[src/rtl/memory_stage_if.sv]
// Data-memory request/response bundle between the memory stage and
// the data memory.
interface memory_stage_if;
    logic        mem_req;
    logic        mem_wren;
    logic [11:0] mem_addr;
    logic [31:0] mem_wdata;
    logic        mem_ack;
    logic [31:0] mem_rdata;

    modport master (
        output mem_req, mem_wren, mem_addr, mem_wdata,
        input  mem_ack, mem_rdata
    );

    modport slave (
        input  mem_req, mem_wren, mem_addr, mem_wdata,
        output mem_ack, mem_rdata
    );
endinterface

[src/rtl/memory_stage.sv]
// Pipeline memory stage: passes ALU ops through, runs lw/sw as a
// blocking request/ack handshake with a timeout watchdog.
module memory_stage #(
    parameter int unsigned TIMEOUT = 255
) (
    input  logic           clock,
    input  logic           reset,
    input  logic           in_valid,
    input  logic [31:0]    IR_in,
    input  logic [31:0]    O_in,
    input  logic [31:0]    B_in,
    input  logic           mw_bypass,
    input  logic [31:0]    wb_data,
    memory_stage_if.master mem,
    output logic [31:0]    IR_out,
    output logic [31:0]    O_out,
    output logic [31:0]    D_out,
    output logic           out_valid,
    output logic           stall,
    output logic           mem_err
);

    localparam int CW = (TIMEOUT > 255) ? $clog2(TIMEOUT + 1) : 8;
    localparam logic [4:0] OP_LW = 5'b01000;
    localparam logic [4:0] OP_SW = 5'b00111;
    // Counter value in the last BUSY cycle before forced completion.
    localparam logic [CW-1:0] LAST = CW'(TIMEOUT - 1);

    typedef enum logic {IDLE, BUSY} state_t;

    state_t        state, state_n;
    logic [31:0]   ir_q, o_q;
    logic [CW-1:0] cnt;
    logic          is_mem, capture, acked, expired;

    always_comb begin
        state_n = state;
        stall   = 1'b0;
        capture = 1'b0;
        acked   = 1'b0;
        expired = 1'b0;
        is_mem  = in_valid &&
                  (IR_in[31:27] == OP_LW || IR_in[31:27] == OP_SW);
        unique case (state)
            IDLE: begin
                if (is_mem) begin
                    stall   = 1'b1;
                    capture = 1'b1;
                    state_n = BUSY;
                end
            end
            BUSY: begin
                acked   = mem.mem_ack;
                expired = !mem.mem_ack && (cnt == LAST);
                stall   = !(acked || expired);
                if (!stall) state_n = IDLE;
            end
        endcase
    end

    always_ff @(posedge clock) begin
        if (reset) state <= IDLE;
        else       state <= state_n;
    end

    always_ff @(posedge clock) begin
        if (reset) begin
            mem.mem_req   <= 1'b0;
            mem.mem_wren  <= 1'b0;
            mem.mem_addr  <= '0;
            mem.mem_wdata <= '0;
            ir_q          <= '0;
            o_q           <= '0;
            cnt           <= '0;
            IR_out        <= '0;
            O_out         <= '0;
            D_out         <= '0;
            out_valid     <= 1'b0;
            mem_err       <= 1'b0;
        end else if (state == IDLE) begin
            out_valid <= in_valid && !is_mem;
            if (!in_valid) begin
                IR_out <= '0;
            end else if (!is_mem) begin
                IR_out <= IR_in;
                O_out  <= O_in;
                D_out  <= '0;
            end
            // Store data is frozen here; later bypass changes are moot.
            if (capture) begin
                ir_q          <= IR_in;
                o_q           <= O_in;
                mem.mem_addr  <= O_in[11:0];
                mem.mem_wren  <= (IR_in[31:27] == OP_SW);
                mem.mem_wdata <= mw_bypass ? wb_data : B_in;
                mem.mem_req   <= 1'b1;
                cnt           <= '0;
            end
        end else if (!stall) begin
            mem.mem_req <= 1'b0;
            IR_out      <= ir_q;
            O_out       <= o_q;
            D_out       <= (acked && ir_q[31:27] == OP_LW) ?
                           mem.mem_rdata : '0;
            out_valid   <= 1'b1;
            if (expired) mem_err <= 1'b1;
        end else begin
            cnt       <= cnt + 1'b1;
            out_valid <= 1'b0;
        end
    end

endmodule

[src/flat_wrapper.sv]
// flat-port wrapper written by rule: the top's interface ports become plain ports
module memory_stage_flat 
#(
    parameter int unsigned TIMEOUT = 255
)
  (clock, reset, in_valid, IR_in, O_in, B_in, mw_bypass, wb_data, IR_out, O_out, D_out, out_valid, stall, mem_err, mem_mem_req, mem_mem_wren, mem_mem_addr, mem_mem_wdata, mem_mem_ack, mem_mem_rdata);
  memory_stage_if mem_i ();
  input  logic clock;
  input  logic reset;
  input  logic in_valid;
  input  logic [31:0] IR_in;
  input  logic [31:0] O_in;
  input  logic [31:0] B_in;
  input  logic mw_bypass;
  input  logic [31:0] wb_data;
  output logic [31:0] IR_out;
  output logic [31:0] O_out;
  output logic [31:0] D_out;
  output logic out_valid;
  output logic stall;
  output logic mem_err;
  output wire logic [$bits(mem_i.mem_req)-1:0] mem_mem_req;
  output wire logic [$bits(mem_i.mem_wren)-1:0] mem_mem_wren;
  output wire logic [$bits(mem_i.mem_addr)-1:0] mem_mem_addr;
  output wire logic [$bits(mem_i.mem_wdata)-1:0] mem_mem_wdata;
  input wire logic [$bits(mem_i.mem_ack)-1:0] mem_mem_ack;
  input wire logic [$bits(mem_i.mem_rdata)-1:0] mem_mem_rdata;
  assign mem_mem_req = mem_i.mem_req;
  assign mem_mem_wren = mem_i.mem_wren;
  assign mem_mem_addr = mem_i.mem_addr;
  assign mem_mem_wdata = mem_i.mem_wdata;
  assign mem_i.mem_ack = mem_mem_ack;
  assign mem_i.mem_rdata = mem_mem_rdata;
  memory_stage #(.TIMEOUT(TIMEOUT)) u_core (.clock(clock), .reset(reset), .in_valid(in_valid), .IR_in(IR_in), .O_in(O_in), .B_in(B_in), .mw_bypass(mw_bypass), .wb_data(wb_data), .mem(mem_i), .IR_out(IR_out), .O_out(O_out), .D_out(D_out), .out_valid(out_valid), .stall(stall), .mem_err(mem_err));
endmodule
[config.mk]
export PLATFORM = sky130hd
export DESIGN_NAME = memory_stage_flat
export DESIGN_NICKNAME = d
export VERILOG_FILES = /design/src/rtl/memory_stage_if.sv /design/src/rtl/memory_stage.sv /design/src/flat_wrapper.sv
export SDC_FILE = /design/constraint.sdc
export NUM_CORES = 1
export LEC_CHECK = 0
export CAP_MARGIN = 20
export CELL_PAD_IN_SITES_DETAIL_PLACEMENT = 0
export CELL_PAD_IN_SITES_GLOBAL_PLACEMENT = 2
export CORE_ASPECT_RATIO = 1.25
export CORE_MARGIN = 10
export CORE_UTILIZATION = 26
export DETAILED_ROUTE_END_ITERATION = 10
export GPL_ROUTABILITY_DRIVEN = 0
export PLACE_DENSITY_LB_ADDON = 0.25
export SLEW_MARGIN = 40
export SYNTH_ARGS = -nofsm -noshare
export SYNTH_HDL_FRONTEND = slang
export SYNTH_SLANG_ARGS = --single-unit
[constraint.sdc]
create_clock -name clock -period 2 [get_ports clock]
set_input_delay 0.3 -clock clock [delete_from_list [all_inputs] [get_ports clock]]
set_output_delay 0.3 -clock clock [all_outputs]
set_load 0.05 [all_outputs]
# Yosys cells after proc, flatten, opt, wreduce, memory -nomap -nowiden
# Index checks and enable logic that the tools add are counted.
dict set report totals {
  register_bits 217
  in_bits 165
}
dict set report classes {
  n_addsub 1
  eq_ne 8
  muxes 29
  bitwise 2
  n_reduce_logical 17
}
# op count
set op_table {}
lappend op_table {{$mux W32} 14}
lappend op_table {{$mux W8} 3}
lappend op_table {{$eq A5 B4 Y1 const B} 2}
lappend op_table {{$mux W1} 10}
lappend op_table {{$add A8 B1 Y8 const B} 1}
lappend op_table {{$eq A8 B8 Y1 const B} 1}
lappend op_table {{$reduce_and A2 Y1} 4}
lappend op_table {{$reduce_and A3 Y1} 2}
lappend op_table {{$eq A5 B3 Y1 const B} 1}
lappend op_table {{$logic_and A1 B1 Y1} 4}
lappend op_table {{$ne A2 B2 Y1 const B} 2}
lappend op_table {{$pmux W1 S2} 2}
lappend op_table {{$reduce_bool A2 Y1} 2}
lappend op_table {{$logic_not A1 Y1} 3}
lappend op_table {{$ne A3 B2 Y1 const B} 1}
lappend op_table {{$logic_or A1 B1 Y1} 2}
lappend op_table {{$ne A2 B1 Y1 const B} 1}
lappend op_table {{$not A1 Y1} 2}

# Depth between registers and ports, before layout
# Gate-level depths: netlist (run 1).
dict set report logic_depth {
  ltp_word 7
  mapped_depth 8
}

# Worst setup path before layout (run 1)
# No wires, ideal clock.
dict set report synth_timing {
  path_kind {flip-flop to output port}
  start {register u_core.cnt[0]}
  end {output stall}
  t_arrival_ps 1640
  required_ps 1700
  path_slack_ps 60
  path_stages_with_launch 8
  n_path_buf 1
  cell_sequence {dfxtp_1 -> inv_1 -> ha_1 -> and3_1 -> a21boi_2 -> nor2_2 -> buf_4 -> inv_1}
}
dict set report synth_between {
  elab_chain_len 5
}
# element line
set synth_lines {}
lappend synth_lines {{start: declaration} memory_stage.sv:33} ;# logic [CW-1:0] cnt;
lappend synth_lines {{start signal: assignment} memory_stage.sv:108} ;# cnt <= cnt + 1'b1;
lappend synth_lines {{$eq A8 B8 Y1} memory_stage.sv:54} ;# expired = !mem.mem_ack && (cnt == LAST);
lappend synth_lines {{$logic_and A1 B1 Y1} memory_stage.sv:54}
lappend synth_lines {{$logic_or A1 B1 Y1} memory_stage.sv:55} ;# stall = !(acked || expired);
lappend synth_lines {{$logic_not A1 Y1} memory_stage.sv:55}
lappend synth_lines {{$pmux W1 S2} memory_stage.sv:44} ;# unique case (state)
lappend synth_lines {{end: declaration} flat_wrapper.sv:20} ;# output logic stall;
# Every way passes these cells.

# Worst setup path in the final report (run 1)
dict set report layout_timing {
  start {register u_core.D_out[11]}
  end {output D_out[11]}
}
# element line
set layout_rtl {}
lappend layout_rtl {{start: declaration} memory_stage.sv:17} ;# output logic [31:0] D_out,
lappend layout_rtl {{start signal: assignment} memory_stage.sv:103} ;# D_out <= (acked && ir_q[31:27] == OP_LW) ?
lappend layout_rtl {{end: declaration} flat_wrapper.sv:18} ;# output logic [31:0] D_out;
# No word-level cell between the ends.

==> results of run 1 <==
-- state kept, by name, summed over array words and instances, names as in the netlist, 8 cells and up --
signal	count
u_core.mem.mem_wdata	32
u_core.D_out	32
u_core.o_q	32
u_core.cnt	8
u_core.O_out	32
u_core.ir_q	32
u_core.IR_out	32
-- power groups by stage --
stage / clock (W) / combinational, W / sequential, W
final: 0.00462 / 0.00143 / 0.00426
after global routing: 0.00496 / 0.00153 / 0.00427
after CTS: 0.00479 / 0.00146 / 0.00426
after detailed placement: 0 / 0.00148 / 0.00435
after global placement: 0 / 0.00148 / 0.00435
after floorplan: 0 / 0.000431 / 0.00468
-- synth_stat cells, drive strengths merged --
cell type,n
a22o,32
nor4b,2
mux2,32
nand2,223
nor2,38
or4,1
nand3,39
nand2b,1
a211o,1
and3,2
ha,2
o21ai,3
o211a,1
inv,4
o211ai,1
clkbuf,44
a221oi,1
dfxtp,205
a311oi,32
and2,1
a21boi,1
and4b,1
o2111ai,2
a22oi,1
and4,1
a31oi,1
a21oi,102
nor2b,2
o21bai,1
mux2i,69
or3,6
a21o,1
a211oi,32
o31ai,1
buf,51
nand4,3
-- path summary, 6_finish.rpt --
kind / startpoint / end / slack [ns] / cells after the start
worst min register to register: u_core.o_q[28]$_SDFFE_PP0P_ / u_core.o_q[28]$_SDFFE_PP0P_ / 0.45 / 2
worst max register to register: u_core.cnt[0]$_SDFFE_PP0P_ / u_core.O_out[18]$_SDFFE_PP0P_ / 0.15 / 8
worst max-delay path: u_core.D_out[11]$_SDFFE_PP0P_ / D_out[11] / 0.03 / 1
worst min-delay path: reset / u_core.state$_SDFF_PP0_ / 0.14 / 2
-- metal layers --
layer / track usage / vias to the layer above / share of wire / wire length (um)
met3: 0.0327 / 33 / 0.058 / 1770
met5: 0 / - / 0 / 0
li1: - / 3901 / - / -
met2: 0.251 / 201 / 0.51 / 15600
met4: 0.0350 / 0 / 0.015 / 461
met1: 0.169 / 3629 / 0.41 / 12600
-- what timing repair did --
action,4_1_cts,5_1_grt
endpoints found under the hold margin,0,0
gates resized for setup,104,38
hold buffers,0,0
setup buffers,5,1
pin swaps,4,3
setup endpoints to repair,92,39
-- layout make-up --
| class | instances | area, um^2 |
|---|---|---|
| Timing Repair Buffer | 369 | 3690 |
| Sequential cell | 205 | 4110 |
| Clock buffer | 37 | 792 |
| Inverter | 4 | 15.0 |
| Tap cell | 418 | 523 |
| Clock inverter | 7 | 60.1 |
| Fill cell | 3268 | 19400 |
| Multi-Input combinational cell | 636 | 3940 |
-- per-stage QoR --
step	instance area (um^2)	setup slack, ns	hold WS (ns)	utilization	TNS, ns
after floorplan	8510	0.0598	0.425	-	0
final	13100	0.0339	0.138	0.404	0
after global routing	13100	-0.0113	0.124	0.404	-0.0113
after global placement	12200	-0.201	0.438	0.376	-21.65
after detailed placement	12200	-0.242	0.444	0.376	-25.31
after CTS	13000	0.000576	0.116	0.401	0
-- kinds of logic after synthesis --
logic type               after synthesis  synth area share
AO/OA/AOI/OAI                        213             0.172
buffers and inverters                 99            0.0599
flip-flops                           205             0.482
AND/OR/NAND/NOR                      320             0.159
adder cells (fa/ha/maj)                2           0.00294
multiplexers                         101             0.124
==> summary.md, run 1 <==
| Metric | Value |
|---|---|
| Peak supply drop | 0.538 mV |
| Clk Latency, worst-skew pair | 0.52 ns |
| Die area | 0.0404 mm^2 |
| Setup violations, final | 0 |
| Critical path arrival | 1.67 ns |
| Final Hold Fails | 0 |
| Most frequent cells in the layout | 223 x nand2_1, 203 x dfxtp_1, 170 x clkdlybuf4s50_1, 102 x a21oi_1, 91 x dlygate4sd2_1 |
| Switching power | 0.00264 W |
| Worst-path fanout max | 2 |
| Dominant cell type by area after synthesis | dfxtp_1 |
| Final HPWL DP | 21,400 um |
| Measured slew at the worst slew-check pin | 0.569 ns |
| Number of core rows | 74 |
| Initial DRC Count | 376 |
| Routed WL | 30,500 um |
| IO Pins | 310 |
| Die height | 222 um |
| Yosys warns | 0 |
| Clock Power Share | 0.448 |
| Crit path launch type | flop |
| Fin crit share | 0.983 |
| Bufs and invs on worst path | 1 |
| Wire per inst | 18.2 um |
| CTS Buf Count | 24 |
| Worst path cell trace | clkdlybuf4s50_1 |
| Crit path time final | 1.97 ns |
| Int Pwr | 0.00768 W |
| Max-cap violations | 0 |
| Clk sinks | 205 |
| Largest net degree at the start of global routing | 77 |
| Synth Register Bits | 205 |
| Starting Density | 0.262 |
| First-pass GRT wire length | 46,900 um |
| Synthesized area per cell | 9.05 um^2 |
| Vias in the first global route | 7,817 |
| Top post-synthesis cells by area | dfxtp_1 48%, nand2_1 9.8%, mux2i_1 8.1% |
| GRT Util Overall | 0.142 |
| Gr ovfl total | 0 |
| Initial antenna violation count | 0 |
| Horiz. Die Dim | 182 um |
| Clock Skew | 0.00826 ns |
| Maximum clock insertion buffer count | 3 |
| Commonest non-fill, non-tap cell in the layout | nand2_1 |
| CTS root buffer | clkbuf_16 |
| Final Non-Filler Cells | 1,676 |
| Vias post-DR | 7,764 |
| Count of cell types in the netlist | 40 |
| Routed Antenna Nets | 0 |
| Area of the mapped netlist | 0.00851 mm^2 |
| Antenna cells | 0 |
| PD cells | 785 mW/mm^2 |
| Register share of total power | 0.413 |
| Slowest CP cell | clkdlybuf4s50_1 |
| Comb pwr share | 0.139 |
| Peak Freq | 509 MHz |
| Via-per-instance ratio | 4.63 |
| CTS tree | done |
| Register area share after synthesis | 0.482 |
| Post-synth top area share | 0.482 |
| Syn_nets | 1,107 |
| CP top delay family | buffers and inverters |
| Kind of critical path | reg -> out |
| DRC | 0 |
| Core ar. | 0.0325 mm^2 |
| Placed cells | 1,626 |
| Slew headroom | 0.622 |
| Slowest stage delay, CP | 0.81 ns |
| Worst EP required | 1.70 ns |
| Setup repair after global routing missed its margin | true |
| Switching part of the total | 0.256 |
| Status | finished, final reports clean |
| Synthesis-to-finish area growth | 54.4% |
| Synth Instances | 940 |
| Crit. End Element | primary output |
| Slew Limit Fails | 0 |
| Share of cells above drive strength 1 | 0.130 |
| PortBufs | 309 |
| Reg clk slew, reported paths | 0.06 ns |
| Nets@finish | 1,407 |
| Hold Path Class | in -> reg |
| H-tree depth | 1 |
| Total power | 0.0103 W |
| Lkg Pwr | 5.94 nW |
| Pre-antenna DRT Iters | 4 |
No activity file was read; power rests on OpenSTA's default activity.
==> run 2, diff against run 1 <==
Settings changed: CORE_MARGIN 10 to 1.5.
==> run 2 against run 1 <==
Worst hold slack got worse by 0.0025 ns. Register-to-register slack better by 0.04 ns. Final cell count decreased by 0.66%. Core utilization rose by 0.52 points. Clock power shrank 5.8%. Setup slack improved by 0.0012 ns. Sequential cell count unchanged. Sequential power barely moved. Largest cell class unchanged. Largest power group unchanged. Global-route usage is 1.9 points higher. Via count fell by 0.59%.
==> summary.md, run 2 (synthesis gave the netlist of run 1 again) <==
| Metric | Value |
|---|---|
| Max-cap violations | 0 (unchanged) |
| Slew headroom | 0.613 (-0.00874) |
| Core ar. | 0.0321 mm^2 (-1.4%) |
| Fin crit share | 0.982 (about the same) |
| Initial DRC Count | 315 (-16%) |
| Starting Density | 0.265 (+0.00359) |
| Reg clk slew, reported paths | 0.06 ns (about the same) |
| Final HPWL DP | 19,200 um (-10%) |
| Area after DPL | 0.0122 mm^2 (-0.29%) |
| DRC | 0 (unchanged) |
| Final worst slack | 0.0351 ns (+0.00119 ns) |
| Clk Latency, worst-skew pair | 0.51 ns (about the same) |
| Clock Skew | 0.00799 ns (-0.000274 ns) |
| CTS Hold Bufs | 0 (unchanged) |
| Worst reg2reg setup slack | 0.19 ns (+0.04 ns) |
| Initial antenna violation count | 1 (+1) |
| Wire per inst | 17.0 um (-6.6%) |
| Pre-antenna DRT Iters | 4 (unchanged) |
| Nets@finish | 1,403 (-0.28%) |
| H-tree depth | 1 (unchanged) |
| Kind of critical path | in -> out |
| Crit path time final | 1.96 ns (-0.00119 ns) |
| Clock Power Share | 0.433 (-0.015) |
| Most frequent cells in the layout | 223 x nand2_1, 202 x dfxtp_1, 191 x clkdlybuf4s50_1, 102 x a21oi_1, 69 x mux2i_1 |
| Measured slew at the worst slew-check pin | 0.582 ns (+0.0132 ns) |
| Routed WL | 28,200 um (-7.3%) |
| Hold Path Class | in -> reg |
| Die area | 0.0338 mm^2 (-16%) |
| Commonest non-fill, non-tap cell in the layout | nand2_1 |
| Lkg Pwr | 6.00 nW (+0.93%) |
| Share of cells above drive strength 1 | 0.122 (-0.00826) |
| Place WS | -0.209 ns (+0.0330 ns) |
| Largest net degree at the start of global routing | 72 (-6.5%) |
| Gr ovfl total | 0 (unchanged) |
| PortBufs | 309 (unchanged) |
| CTS tree | done |
| CTS root buffer | clkbuf_16 |
| Switching power | 0.00259 W (-1.9%) |
| Final Cell Area | 0.0131 mm^2 (about the same) |
| Final Hold Fails | 0 (unchanged) |
| Critical path arrival | 1.66 ns (about the same) |
| Routed Antenna Nets | 0 (unchanged) |
| Status | finished, final reports clean |
| Vias in the first global route | 7,660 (-2.0%) |
| Maximum clock insertion buffer count | 3 (unchanged) |
| Slew Limit Fails | 0 (unchanged) |
| Peak supply drop | 0.498 mV (-7.4%) |
| Crit. End Element | primary output |
| Clk sinks | 205 (unchanged) |
| Vias post-DR | 7,718 (-0.59%) |
| Setup repair after global routing missed its margin | true |
| First-pass GRT wire length | 43,100 um (-8.0%) |
| Setup violations, final | 0 (unchanged) |
| Antenna cells | 0 (unchanged) |
| Switching part of the total | 0.258 (+0.00195) |
| GRT Util Overall | 0.162 (+0.0195) |
| Routed metal-1 wirelength | 11,600 um (-8.0%) |
| Met2 wire length | 14,500 um (-7.1%) |
| Uppermost layer routed | met5 |
| Register share of total power | 0.424 (+0.011) |
| Peak Freq | 509 MHz (about the same) |
| PD cells | 765 mW/mm^2 (-2.6%) |
| DR WL met3 | 1440 um (-18%) |
| Horiz. Die Dim | 165 um (-9.4%) |
| Int Pwr | 0.00745 W (-2.9%) |
| Worst EP required | 1.70 ns (about the same) |
| Comb pwr share | 0.143 (+0.004) |
| Placed cells | 1,615 (-0.68%) |
| Die height | 205 um (-7.6%) |
| Synthesis-to-finish area growth | 54.2% (about the same) |
| Final Non-Filler Cells | 1,665 (-0.66%) |
| Via-per-instance ratio | 4.64 (about the same) |
| Number of core rows | 73 (-1.4%) |
| Crit path launch type | input pin |
| IO Pins | 310 (unchanged) |
| CTS Buf Count | 24 (unchanged) |
| Worst-path fanout max | 4 (+2) |
-- run 2: cell types whose count changed in the layout (fill, tap and decap cells not counted), sizes merged --
cell           change
bufinv             -1
clkinv             -3
dlygate4sd2       -31
dlymetal6s2s      +14
clkdlybuf4s50     +21
clkbuf             +2
buf                -8
clkinvlp           +1
-- run 2: worst paths after layout --
check	from	endpoint	cells after the start
setup / recovery	IR_in[29]	stall	6
hold / removal	reset	u_core.cnt[1]$_SDFFE_PP0P_	2
setup reg to reg	u_core.cnt[0]$_SDFFE_PP0P_	u_core.D_out[31]$_SDFFE_PP0P_	8
hold reg to reg	u_core.o_q[28]$_SDFFE_PP0P_	u_core.o_q[28]$_SDFFE_PP0P_	2
-- run 2: power by group through the flow --
stage	combinational (W)	clock (W)	sequential (W)
floorplan	0.000431	0	0.00468
CTS	0.00145	0.00453	0.00426
finish	0.00143	0.00435	0.00426
global route	0.00153	0.00469	0.00427
detailed placement	0.00147	0	0.00436
global placement	0.00147	0	0.00435
-- run 2: cell type report --
| cell class | count | area, um^2 |
|---|---|---|
| fillers | 3224 | 18900 |
| multi-input cells | 636 | 3950 |
| inverters | 4 | 15.0 |
| clock inverters | 4 | 22.5 |
| well taps | 412 | 515 |
| clock buffers | 39 | 768 |
| repair buffers | 365 | 3750 |
| flip-flops and latches | 205 | 4110 |
-- run 2: critical path, stage by stage --
cell and delay, ns:
clkdlybuf4s50_1 0.49, nor4b_4 0.38, o211a_4 0.25, nor2_4 0.05, inv_2 0.06, buf_8 0.13
-- run 2: through the flow --
| step | total power [W] | hold WS [ns] | TNS, ns | utilization |
|---|---|---|---|---|
| 6_report | 0.0100 | 0.135 | 0 | 0.409 |
| 4_1_cts | 0.0102 | 0.113 | 0 | 0.405 |
| 2_1_floorplan | 0.00511 | 0.425 | 0 | - |
| 3_5_place_dp | 0.00583 | 0.443 | -23.17 | 0.380 |
| 5_1_grt | 0.0105 | 0.130 | -0.0274 | 0.409 |
| 3_3_place_gp | 0.00583 | 0.439 | -18.08 | 0.380 |
-- run 2: per-layer routing --
metal  track usage  up-vias
met5             0        -
met4        0.0495        2
met3        0.0286       45
met2         0.287      207
met1         0.197     3565
li1              -     3899
-- run 2: repair_timing --
action                     4_1_cts  5_1_grt
pin swaps                        3        1
setup endpoints to repair       61       53
setup buffers                    5        2
gates resized for setup         74       53
==> run 3, diff against run 2 <==
Settings changed: CAP_MARGIN 20 to 25, MAX_ROUTING_LAYER set to met4.
==> run 3 against run 2 <==
Core utilization is essentially flat. Final cell count about the same. Setup slack barely moved. Register-to-register slack is essentially flat. Clock-buffer cell count unchanged. Critical path depth did not move.
==> summary.md, run 3 (synthesis gave the netlist of run 1 again) <==
| Metric | Value |
|---|---|
| Crit path launch type | input pin |
| Lkg Pwr | 6.01 nW (+0.27%) |
| Multi-input gate area | 0.00395 mm^2 (unchanged) |
| Most frequent cells in the layout | 223 x nand2_1, 202 x dfxtp_1, 190 x clkdlybuf4s50_1, 102 x a21oi_1, 69 x mux2i_1 |
| Core ar. | 0.0321 mm^2 (unchanged) |
| Die height | 205 um (unchanged) |
| Initial antenna violation count | 1 (unchanged) |
| Final HPWL DP | 19,200 um (unchanged) |
| Nets@finish | 1,403 (unchanged) |
| Setup crit start | IR_in[29] |
| Status | finished, final reports clean |
| Setup repair after global routing missed its margin | true |
| H-tree depth | 1 (unchanged) |
| GRT Util Overall | 0.166 (+0.00465) |
| Final Cell Area | 0.0131 mm^2 (about the same) |
| DRC | 0 (unchanged) |
| Routed WL | 28,200 um (about the same) |
| CTS root buffer | clkbuf_16 |
| Max-cap violations | 0 (unchanged) |
| CTS Hold Bufs | 0 (unchanged) |
| Layout fillers | 3,222 (-0.062%) |
| Setup violations, final | 0 (unchanged) |
| Vias in the first global route | 7,659 (-0.013%) |
| Routed Antenna Nets | 0 (unchanged) |
| Area after DPL | 0.0122 mm^2 (unchanged) |
| Die area | 0.0338 mm^2 (unchanged) |
| Clk Latency, worst-skew pair | 0.51 ns (about the same) |
| Measured slew at the worst slew-check pin | 0.582 ns (-0.0000246 ns) |
| Largest net degree at the start of global routing | 72 (unchanged) |
| Sequential Area | 0.00411 mm^2 (unchanged) |
| R2r endpoint | u_core.D_out[31]$_SDFFE_PP0P_ |
| Final Hold Fails | 0 (unchanged) |
| Reg clk slew, reported paths | 0.06 ns (about the same) |
| Clk sinks | 205 (unchanged) |
| Crit path time final | 1.96 ns (-0.000114 ns) |
| Horiz. Die Dim | 165 um (unchanged) |
| Critical path arrival | 1.66 ns (about the same) |
| R2R Path Start | u_core.cnt[0]$_SDFFE_PP0P_ |
| Critical Path Sink | stall |
| Peak Freq | 509 MHz (about the same) |
| Peak supply drop | 0.498 mV (about the same) |
| Kind of critical path | in -> out |
| Via-per-instance ratio | 4.61 (-0.54%) |
| IO Pins | 310 (unchanged) |
| Final worst slack | 0.0352 ns (+0.000114 ns) |
| Initial DRC Count | 311 (-1.3%) |
| Worst-path fanout max | 4 (unchanged) |
| Pre-antenna DRT Iters | 4 (unchanged) |
| Commonest non-fill, non-tap cell in the layout | nand2_1 |
| Clock Skew | 0.00768 ns (-0.000306 ns) |
| Synthesis-to-finish area growth | 54.3% (about the same) |
| Cell count of the worst reg-to-reg path | 8 (unchanged) |
| Worst reg2reg setup slack | 0.19 ns (about the same) |
| Maximum clock insertion buffer count | 3 (unchanged) |
| Vias post-DR | 7,681 (-0.48%) |
| Hold path startpoint | reset |
| Worst EP required | 1.70 ns (about the same) |
| CTS Buf Count | 24 (unchanged) |
| PD cells | 766 mW/mm^2 (about the same) |
| Hold Path Class | in -> reg |
| Worst path cell trace | clkdlybuf4s50_1 > nor4b_4 > o211a_4 > nor2_4 > inv_2 > buf_8 |
| Slowest stage delay, CP | 0.49 ns (about the same) |
| Place WS | -0.209 ns (unchanged) |
| PortBufs | 309 (unchanged) |
| Number of core rows | 73 (unchanged) |
| First-pass GRT wire length | 43,100 um (unchanged) |
| Slowest CP cell | clkdlybuf4s50_1 |
| Starting Density | 0.265 (unchanged) |
| Slew headroom | 0.613 (about the same) |
| CTS tree | done |
| Slew Limit Fails | 0 (unchanged) |
| Gr ovfl total | 0 (unchanged) |
| Final Util | 0.410 (about the same) |
| Wire per inst | 16.9 um (about the same) |
| Share of cells above drive strength 1 | 0.122 (unchanged) |
| Crit. End Element | primary output |
| Fin crit share | 0.982 (about the same) |
==> run 3: changes by cell type in the layout (fill, tap and decap cells not counted), sizes merged <==
cell,delta
dlymetal6s2s,+1
diode,+1
clkdlybuf4s50,-1
==> run 3: metal layers <==
metal,share of wire,GRT usage,vias to the layer above
li1,-,-,3892
met2,0.51,0.288,202
met4,0.024,0.0492,0
met5,0,-,-
met1,0.42,0.198,3542
met3,0.050,0.0266,45
==> run 3: cell type report <==
class                      instances  share of cell area
sequential                       205               0.313
multi-input combinational        636               0.301
timing repair buffer             365               0.286
clock buffer                      39              0.0585
tap                              412              0.0393
clock inverter                     4             0.00172
inverter                           4             0.00114
antenna                            1            0.000191
==> run 3: worst min-delay path by stage <==
stage,endpoint,slack (ns),depth (start not counted)
after floorplan,u_core.D_out[10]$_SDFFE_PP0P_,0.43,1
after global placement,u_core.o_q[29]$_SDFFE_PP0P_,0.44,2
after detailed placement,u_core.o_q[15]$_SDFFE_PP0P_,0.44,2
after CTS,u_core.cnt[1]$_SDFFE_PP0P_,0.11,2
after global routing,u_core.mem_err$_SDFFE_PP0P_,0.13,2
final,u_core.cnt[1]$_SDFFE_PP0P_,0.13,2
==> run 3: critical path: cells and delay by family <==
family	cells	cell delay [ns]
buffers and inverters	3	0.68
and+or+nand+nor	2	0.43
AOI/OAI and AO/OA	1	0.25
==> run 3: power breakdown <==
| part | total [W] | leakage [nW] | internal (W) | switching [W] |
|---|---|---|---|---|
| Clock | 0.00436 | 0.391 | 0.00261 | 0.00175 |
| Sequential | 0.00426 | 1.67 | 0.00420 | 0.0000616 |
| Combinational | 0.00143 | 3.96 | 0.000646 | 0.000786 |
==> run 3: metrics by stage <==
step	std cells	setup TNS, ns	power (W)	hold WS [ns]
2_1_floorplan	940	0	0.00511	0.425
3_3_place_gp	1615	-18.08	0.00583	0.439
3_5_place_dp	1615	-23.17	0.00583	0.443
4_1_cts	1663	0	0.0102	0.113
5_1_grt	1666	-0.0274	0.0105	0.130
6_report	1666	0	0.0101	0.135
==> run 3: timing repair <==
item                                    4_1_cts  5_1_grt
buffers inserted                              5        2
endpoints found under the setup margin       61       54
gates cloned                                  0        0
pin swaps                                     3        1
resized for setup                            74       54
